===== config.mk =====
export PLATFORM = sky130hd
export DESIGN_NAME = bus_port_fifo
export DESIGN_NICKNAME = d
export VERILOG_FILES = /design/src/rtl/bus_port_fifo.sv
export SDC_FILE = /design/constraint.sdc
export NUM_CORES = 1
export LEC_CHECK = 0
export BUFFER_PORTS_ARGS = -buffer_cell sky130_fd_sc_hd__buf_2
export CAP_MARGIN = 10
export CORE_MARGIN = 5
export CORE_UTILIZATION = 54
export CTS_CLUSTER_DIAMETER = 150
export DETAILED_ROUTE_END_ITERATION = 10
export GPL_ROUTABILITY_DRIVEN = 0
export HOLD_SLACK_MARGIN = 0.12
export PLACE_DENSITY = 0.76
export SLEW_MARGIN = 10
export SYNTH_ARGS = -nofsm -noshare
export SYNTH_HDL_FRONTEND = slang
export SYNTH_SLANG_ARGS = --single-unit

===== constraint.sdc =====
create_clock -name clk -period 3 [get_ports clk]
set_input_delay 0.6 -clock clk [delete_from_list [all_inputs] [get_ports clk]]
set_output_delay 0.6 -clock clk [all_outputs]
set_load 0.005 [all_outputs]

===== src/rtl/bus_port_fifo.sv =====
// Bus port with a host-to-bus TX FIFO and an address-filtered bus-to-host RX FIFO,
// plus drop counters, a sticky underflow flag and a TX stall watchdog.
module bus_port_fifo #(
    parameter int unsigned pckg_sz   = 16,
    parameter int unsigned depth     = 8,
    parameter logic [7:0]  id        = 8'h00,
    parameter logic [7:0]  broadcast = {8{1'b1}},
    parameter int unsigned timeout   = 64
) (
    input  logic               clk,
    input  logic               reset,
    input  logic               wr_en,
    input  logic [pckg_sz-1:0] wr_data,
    output logic               full,
    output logic               pndng,
    output logic [pckg_sz-1:0] D_pop,
    input  logic               pop,
    input  logic               push,
    input  logic [pckg_sz-1:0] D_push,
    output logic               rx_valid,
    output logic [pckg_sz-1:0] rx_data,
    input  logic               rx_rd,
    output logic [7:0]         ovf_cnt,
    output logic [7:0]         rx_drop_cnt,
    output logic               unf,
    output logic               stall
);
    localparam int unsigned AW = $clog2(depth);
    typedef logic [AW:0] ptr_t;
    localparam ptr_t        PTR_ONE = ptr_t'(1);
    localparam logic [15:0] TMO     = 16'(timeout);

    logic [pckg_sz-1:0] tx_mem [depth];
    logic [pckg_sz-1:0] rx_mem [depth];

    ptr_t        tx_wr_q, tx_wr_d, tx_rd_q, tx_rd_d;
    ptr_t        rx_wr_q, rx_wr_d, rx_rd_q, rx_rd_d;
    logic [7:0]  ovf_q, ovf_d, drop_q, drop_d;
    logic [15:0] wd_q, wd_d;
    logic        unf_q, unf_d, stall_q, stall_d;

    logic tx_empty, tx_full, rx_empty, rx_full;
    logic tx_wr_ok, tx_rd_ok, rx_wr_ok, rx_rd_ok, rx_addr_ok;

    // Extra pointer MSB separates the full and empty cases when the index bits match.
    assign tx_empty = (tx_wr_q == tx_rd_q);
    assign tx_full  = (tx_wr_q[AW] != tx_rd_q[AW]) && (tx_wr_q[AW-1:0] == tx_rd_q[AW-1:0]);
    assign rx_empty = (rx_wr_q == rx_rd_q);
    assign rx_full  = (rx_wr_q[AW] != rx_rd_q[AW]) && (rx_wr_q[AW-1:0] == rx_rd_q[AW-1:0]);

    assign rx_addr_ok = (D_push[pckg_sz-1 -: 8] == id) || (D_push[pckg_sz-1 -: 8] == broadcast);

    // A read that frees a slot in the same edge lets a write into a full FIFO.
    assign tx_rd_ok = pop && !tx_empty;
    assign tx_wr_ok = wr_en && (!tx_full || tx_rd_ok);
    assign rx_rd_ok = rx_rd && !rx_empty;
    assign rx_wr_ok = push && rx_addr_ok && (!rx_full || rx_rd_ok);

    always_comb begin
        tx_wr_d = tx_wr_ok ? tx_wr_q + PTR_ONE : tx_wr_q;
        tx_rd_d = tx_rd_ok ? tx_rd_q + PTR_ONE : tx_rd_q;
        rx_wr_d = rx_wr_ok ? rx_wr_q + PTR_ONE : rx_wr_q;
        rx_rd_d = rx_rd_ok ? rx_rd_q + PTR_ONE : rx_rd_q;

        ovf_d = ovf_q;
        if (wr_en && !tx_wr_ok && ovf_q != 8'hFF) begin
            ovf_d = ovf_q + 8'd1;
        end
        drop_d = drop_q;
        if (push && rx_addr_ok && !rx_wr_ok && drop_q != 8'hFF) begin
            drop_d = drop_q + 8'd1;
        end

        unf_d = unf_q | (pop && tx_empty) | (rx_rd && rx_empty);

        wd_d = wd_q;
        if (tx_empty || pop) begin
            wd_d = '0;
        end else if (wd_q != TMO) begin
            wd_d = wd_q + 16'd1;
        end
        stall_d = stall_q | (wd_d == TMO);
    end

    always_ff @(posedge clk or negedge reset) begin
        if (!reset) begin
            tx_wr_q <= '0;
            tx_rd_q <= '0;
            rx_wr_q <= '0;
            rx_rd_q <= '0;
            ovf_q   <= '0;
            drop_q  <= '0;
            wd_q    <= '0;
            unf_q   <= 1'b0;
            stall_q <= 1'b0;
        end else begin
            tx_wr_q <= tx_wr_d;
            tx_rd_q <= tx_rd_d;
            rx_wr_q <= rx_wr_d;
            rx_rd_q <= rx_rd_d;
            ovf_q   <= ovf_d;
            drop_q  <= drop_d;
            wd_q    <= wd_d;
            unf_q   <= unf_d;
            stall_q <= stall_d;
        end
    end

    // Storage carries data only and needs no reset.
    always_ff @(posedge clk) begin
        if (tx_wr_ok) begin
            tx_mem[tx_wr_q[AW-1:0]] <= wr_data;
        end
        if (rx_wr_ok) begin
            rx_mem[rx_wr_q[AW-1:0]] <= D_push;
        end
    end

    assign full        = tx_full;
    assign pndng       = !tx_empty;
    assign D_pop       = tx_mem[tx_rd_q[AW-1:0]];
    assign rx_valid    = !rx_empty;
    assign rx_data     = rx_mem[rx_rd_q[AW-1:0]];
    assign ovf_cnt     = ovf_q;
    assign rx_drop_cnt = drop_q;
    assign unf         = unf_q;
    assign stall       = stall_q;
endmodule

After elaboration in Yosys (flattened, before gate mapping)
Memories as Yosys holds them, arrays and structs flattened.
Index checks and enable logic that the tools add are counted.

storage, ports and cells
  flip-flop bits (word level) = 50
  memory bits (writable) = 256
  input port bits = 38
  output and inout bits = 53
  logic and storage cells = 62
  memories = 2

cells by class
  add/sub/neg operators = 7
  equality and inequality tests = 11
  multiplexer cells = 6
  bitwise operators = 3
  reductions and logical operators = 24

memories
  name    depth  bits a word  read ports  clocked after memory_dff  write ports  line  text
  rx_mem  8      16           1           0                         1            34    logic [pckg_sz-1:0] rx_mem [depth];
  tx_mem  8      16           1           0                         1            33    logic [pckg_sz-1:0] tx_mem [depth];

operators with widths
  cell                                                              number
  16-bit 2-to-1 mux                                                 2
  16-bit by 1-bit adder with 16-bit output, second input constant   1
  4-bit by 1-bit adder with 4-bit output, second input constant     4
  8-bit by 1-bit adder with 8-bit output, second input constant     2
  16-bit by 7-bit == test with 1-bit output, second input constant  1
  16-bit by 7-bit != test with 1-bit output, second input constant  1
  8-bit != test, second input constant                              2
  1-bit logical AND                                                 13
  4-bit == test                                                     2
  8-bit == test, second input constant                              1
  8-bit logical NOT                                                 1
  3-bit == test                                                     2
  1-bit logical NOT                                                 6
  1-bit logical OR                                                  4
  1-bit 2-to-1 mux                                                  4
  1-bit bitwise OR                                                  3
  1-bit != test                                                     2

Depth between registers and ports, before layout
  depth in word-level cells = 8
  gate-level depth with buffers = 7
  mapped depth without buffers = 7

Worst setup path after synthesis
No wires, ideal clock.

  kind = flip-flop to flip-flop
  start point = register tx_wr_q[1]
  end point = memory tx_mem[2][0], enable pin
  setup time = 436 ps
  arrival = 2807 ps
  required time = 2564 ps
  slack = -243 ps
  stages on the path, launching flop included = 6
  path buffers = 1
  clock period less this slack = 3243 ps
  cells stage by stage = dfrtp_1 > buf_2 > xnor2_1 > nand4_1 > o21ai_0 > nor4b_1

between the ends
  word-level cells in the longest chain between the ends = 7
  elaborated cells on any way between the ends = 10
  classes of those cells = eq/ne: 2; mux: 2; reduce/logical: 6

RTL lines
  item                                                    line    text
  from (decl)                                             36      ptr_t tx_wr_q, tx_wr_d, tx_rd_q, tx_rd_d;
  from (signal assigned)                                  97      tx_wr_q <= tx_wr_d;
  4-bit == test or 3-bit == test (tied branches)          46, 47
  1-bit logical NOT or 1-bit logical AND (tied branches)  54, 47
  1-bit logical AND or 1-bit logical NOT (tied branches)  54, 55
  1-bit logical OR                                        55      assign tx_wr_ok = wr_en && (!tx_full || tx_rd_ok);
  1-bit logical AND                                       55
  1-bit 2-to-1 mux                                        111     if (tx_wr_ok) begin
  1-bit 2-to-1 mux (not written as such)                  112     tx_mem[tx_wr_q[AW-1:0]] <= wr_data;
  to (decl)                                               33

Several ways; a longest one is shown, not always the timed one.

Final worst setup path
  start point = register rx_rd_q[0]
  end point = output rx_data[8]

between the ends
  word-level cells in the longest chain between the ends = 1

RTL lines
  item                    line  text
  from (decl)             37    ptr_t rx_wr_q, rx_wr_d, rx_rd_q, rx_rd_d;
  from (signal assigned)  100   rx_rd_q <= rx_rd_d;
  memory read 8 x 16 bit  -
  to (decl)               21    output logic [pckg_sz-1:0] rx_data,

No other way between the ends.

==> impl_metrics.csv <==
group,metric,value,unit
outcome,status,"complete, no violations",
worst_setup_path,worst_ep_required_time,2400,ps
place,io_buffers,90,
global_routing,first_global_vias,6780,
global_routing,grt_pass1_wl,38300,microns
routing,drt-pass1-iter-count,5,
routing,drt_wl_total,24100,microns
timing,final.period_utilization,96.1,%
worst_setup_path,cp-end-kind,"output port",
clock_network,cts_made_buffers,30,
die,pin_count,91,
logic_synthesis,synth_nets,705,
logic_synthesis,ys_top_cells_by_area,"edfxtp_1, mux4_2, dfrtp_1",
min_path,hold_class,"input port to register",
worst_setup_path,cp-start-kind,"register",
global_routing,gr-total-overflow,0,
layout,synthToLayoutAreaGrowth,16.3,%
worst_setup_path,critPathMaxFanout,17,
clock_network,post-cts-setup-buffer-count,0,
global_routing,antenna_found_initial,1,
die,fp.dieW,162,microns
layout,final_cell_area,14400,sq um
timing,period_minus_slack,2880,ps
layout,final_layout_size_suffix_gt1_share,36.0,%
job,drv_cap,0,
die,die_h,162,microns
routing,vias_per_cell,5.88,
die,dieArea,26100,sq um
logic_synthesis,avgSynthCellArea,18.9,sq um
clock_network,cts-root-buf,"clkbuf_16",
layout,final_nets,825,
timing,setup_viol,0,
logic_synthesis,ys.flop_type,"edfxtp_1",
routing,drc,0,
die,initial_utilization,54.9,%
worst_setup_path,arrival,2280,ps
worst_setup_path,critPathKind,"register to output port",
timing,rsz0062_at_grt,"no",
pwr,power_density,858,nW/um^2
logic_synthesis,synth_top_area_cell,"edfxtp_1",
clock_network,clockBufferDepth,3,
logic_synthesis,yosys_warnings,0,
place,placed_area,13400,sq um
layout,n_antenna_cell,0,
clock_network,cts_tree,"yes",
timing,tightest_slew,636,ps
pwr,fin_total_pwr,12400,uW
clock_network,clk_latency,550,ps
logic_synthesis,synthesis.area,12400,sq um
logic_synthesis,async_flop_share,16.3,%
timing,finalMaxSlewViolations,0,
pwr,swShare,26.9,%
die,num_rows,55,
timing,finalSetupTns,0,ps
die,coreArea,22600,sq um
pwr,vdd_ir_drop_max,0.000575,V
logic_synthesis,syn_inst,659,
clock_network,clkSinkCount,306,
routing,ant_nets,0,
timing,fmax,0.347,GHz
global_routing,grt_usage,18.8,%
pwr,p_comb_share,26.7,%
pwr,power.internal,9060,uW
timing,fin_ws,117,ps
place,hpwl,14700,microns
logic_synthesis,ys_seq_elements,306,
clock_network,clk_pin_slew,60,ps
pwr,pwr-share-seq,42.7,%
clock_network,htreeDepth,1,
pwr,p_clk_share,30.7,%
place,dp_worst_setup_slack,341,ps
logic_synthesis,yosysSeqAreaShare,72.0,%
global_routing,grt_max_degree,51,
routing,wl_per_cell,22.1,microns
timing,slew_headroom,57.6,%
routing,detail_route.iter0.violations,487,
routing,vias,6400,
pwr,p_switching,3340,uW
timing,hold_violations,0,
logic_synthesis,synth_top_area_share,61.9,%
logic_synthesis,synth_cell_types,44,
logic_synthesis,synth-edff-count,256,
timing,fin_skew,18.7,ps
pwr,leakage,0.00510,uW
==> stage by stage <==
stage          instances  hold slack [ps]  utilization, %
2_1_floorplan        659              304               -
3_3_place_gp        1031              458            59.3
3_5_place_dp        1031              453            59.3
4_1_cts             1087              292            63.8
5_1_grt             1088              319            63.8
6_report            1088              326            63.8
==> metal layers <==
| layer | track usage, % | vias up | part of all wire, % |
|---|---|---|---|
| met5 | 0 | - | 0.029 |
| met4 | 3.81 | 2 | 1.1 |
| met3 | 3.96 | 28 | 6.2 |
| met2 | 31.8 | 191 | 51 |
| met1 | 25.7 | 3318 | 42 |
| li1 | - | 2861 | - |
==> power by group through the flow <==
stage          combinational (uW)  clock (uW)  sequential, uW
2_1_floorplan                2350           0            5180
3_3_place_gp                 3290           0            5330
3_5_place_dp                 3360           0            5370
4_1_cts                      3390        3890            5280
5_1_grt                      3610        4100            5330
6_report                     3310        3800            5290
==> worst max-delay path: stages, from the launching register on <==
cell and delay (ps):
dfrtp_4 560, buf_12 220, mux4_2 530, mux2_2 280, buf_2 130
==> cell usage in the layout, fill, tap and decap left out, types with 10 or more instances in the layout <==
cell type  instances
buf_2             89
buf_4             25
clkbuf_1          10
clkbuf_16         31
dfrtp_1           48
edfxtp_1         256
inv_1             13
mux2_2            37
mux4_2            64
nand2_1           21
nand3_1           10
nand4_1           22
nor2_1            34
xnor2_1           35
xor2_1            16
==> timing repair <==
| action | CTS | global route |
|---|---|---|
| setup endpoints to repair | 0 | 11 |
| resized for setup | 0 | 1 |
| hold buffers | 0 | 1 |
| hold endpoints to repair | 0 | 9 |
==> logic make-up (layout without fill, tap and decap cells) <==
| logic type | Yosys count | after routing | synth area share, % |
|---|---|---|---|
| xor+xnor | 51 | 51 | 3.60 |
| flops | 306 | 306 | 72.0 |
| fa+ha+maj | 8 | 8 | 0.806 |
| buf+inv | 44 | 188 | 1.53 |
| mux | 102 | 102 | 15.0 |
| compound gates | 14 | 14 | 0.937 |
| simple gates | 134 | 134 | 6.14 |
==> registers in the layout, summed over array words and instances, names as in the netlist <==
signal / flops
tx_wr_q: 4
wd_q: 16
tx_mem: 128
rx_rd_q: 4
rx_wr_q: 4
ovf_cnt: 8
rx_mem: 128
tx_rd_q: 4
unf: 1
stall: 1
rx_drop_cnt: 8
==> cell usage after synthesis (5+ instances only) <==
cell and count:
nor4_2 5, nand4_1 22, dfrtp_1 50, nand3_1 10
nor2_1 34, nand2_1 21, ha_1 8, clkbuf_1 12
xnor2_1 35, nor3_1 8, mux4_2 64, xor2_1 16
inv_1 13, buf_2 16, mux2_2 37, nor4_1 5
edfxtp_1 256
==> area by class of cell <==
class / count / area (sq um)
flip-flops and latches: 306 / 8940
fillers: 1510 / 8190
multi-input cells: 309 / 3360
clock buffers: 42 / 827
repair buffers: 119 / 723
well taps: 285 / 357
clock inverters: 14 / 190
inverters: 13 / 48.8
==> worst paths after layout <==
path                       cells past startpoint        from      endpoint  slack, ps
max                                            4  rx_rd_q[0]    rx_data[8]        120
min                                            1   D_push[0]  rx_mem[5][0]        330
max reg2reg                                    6  tx_wr_q[0]  tx_mem[6][8]        680
min reg2reg                                    1       stall         stall        470
max in group asynchronous                      2       reset    rx_rd_q[0]       1890
min in group asynchronous                      2       reset      wd_q[14]        620
No activity file was read; power rests on OpenSTA's default activity.
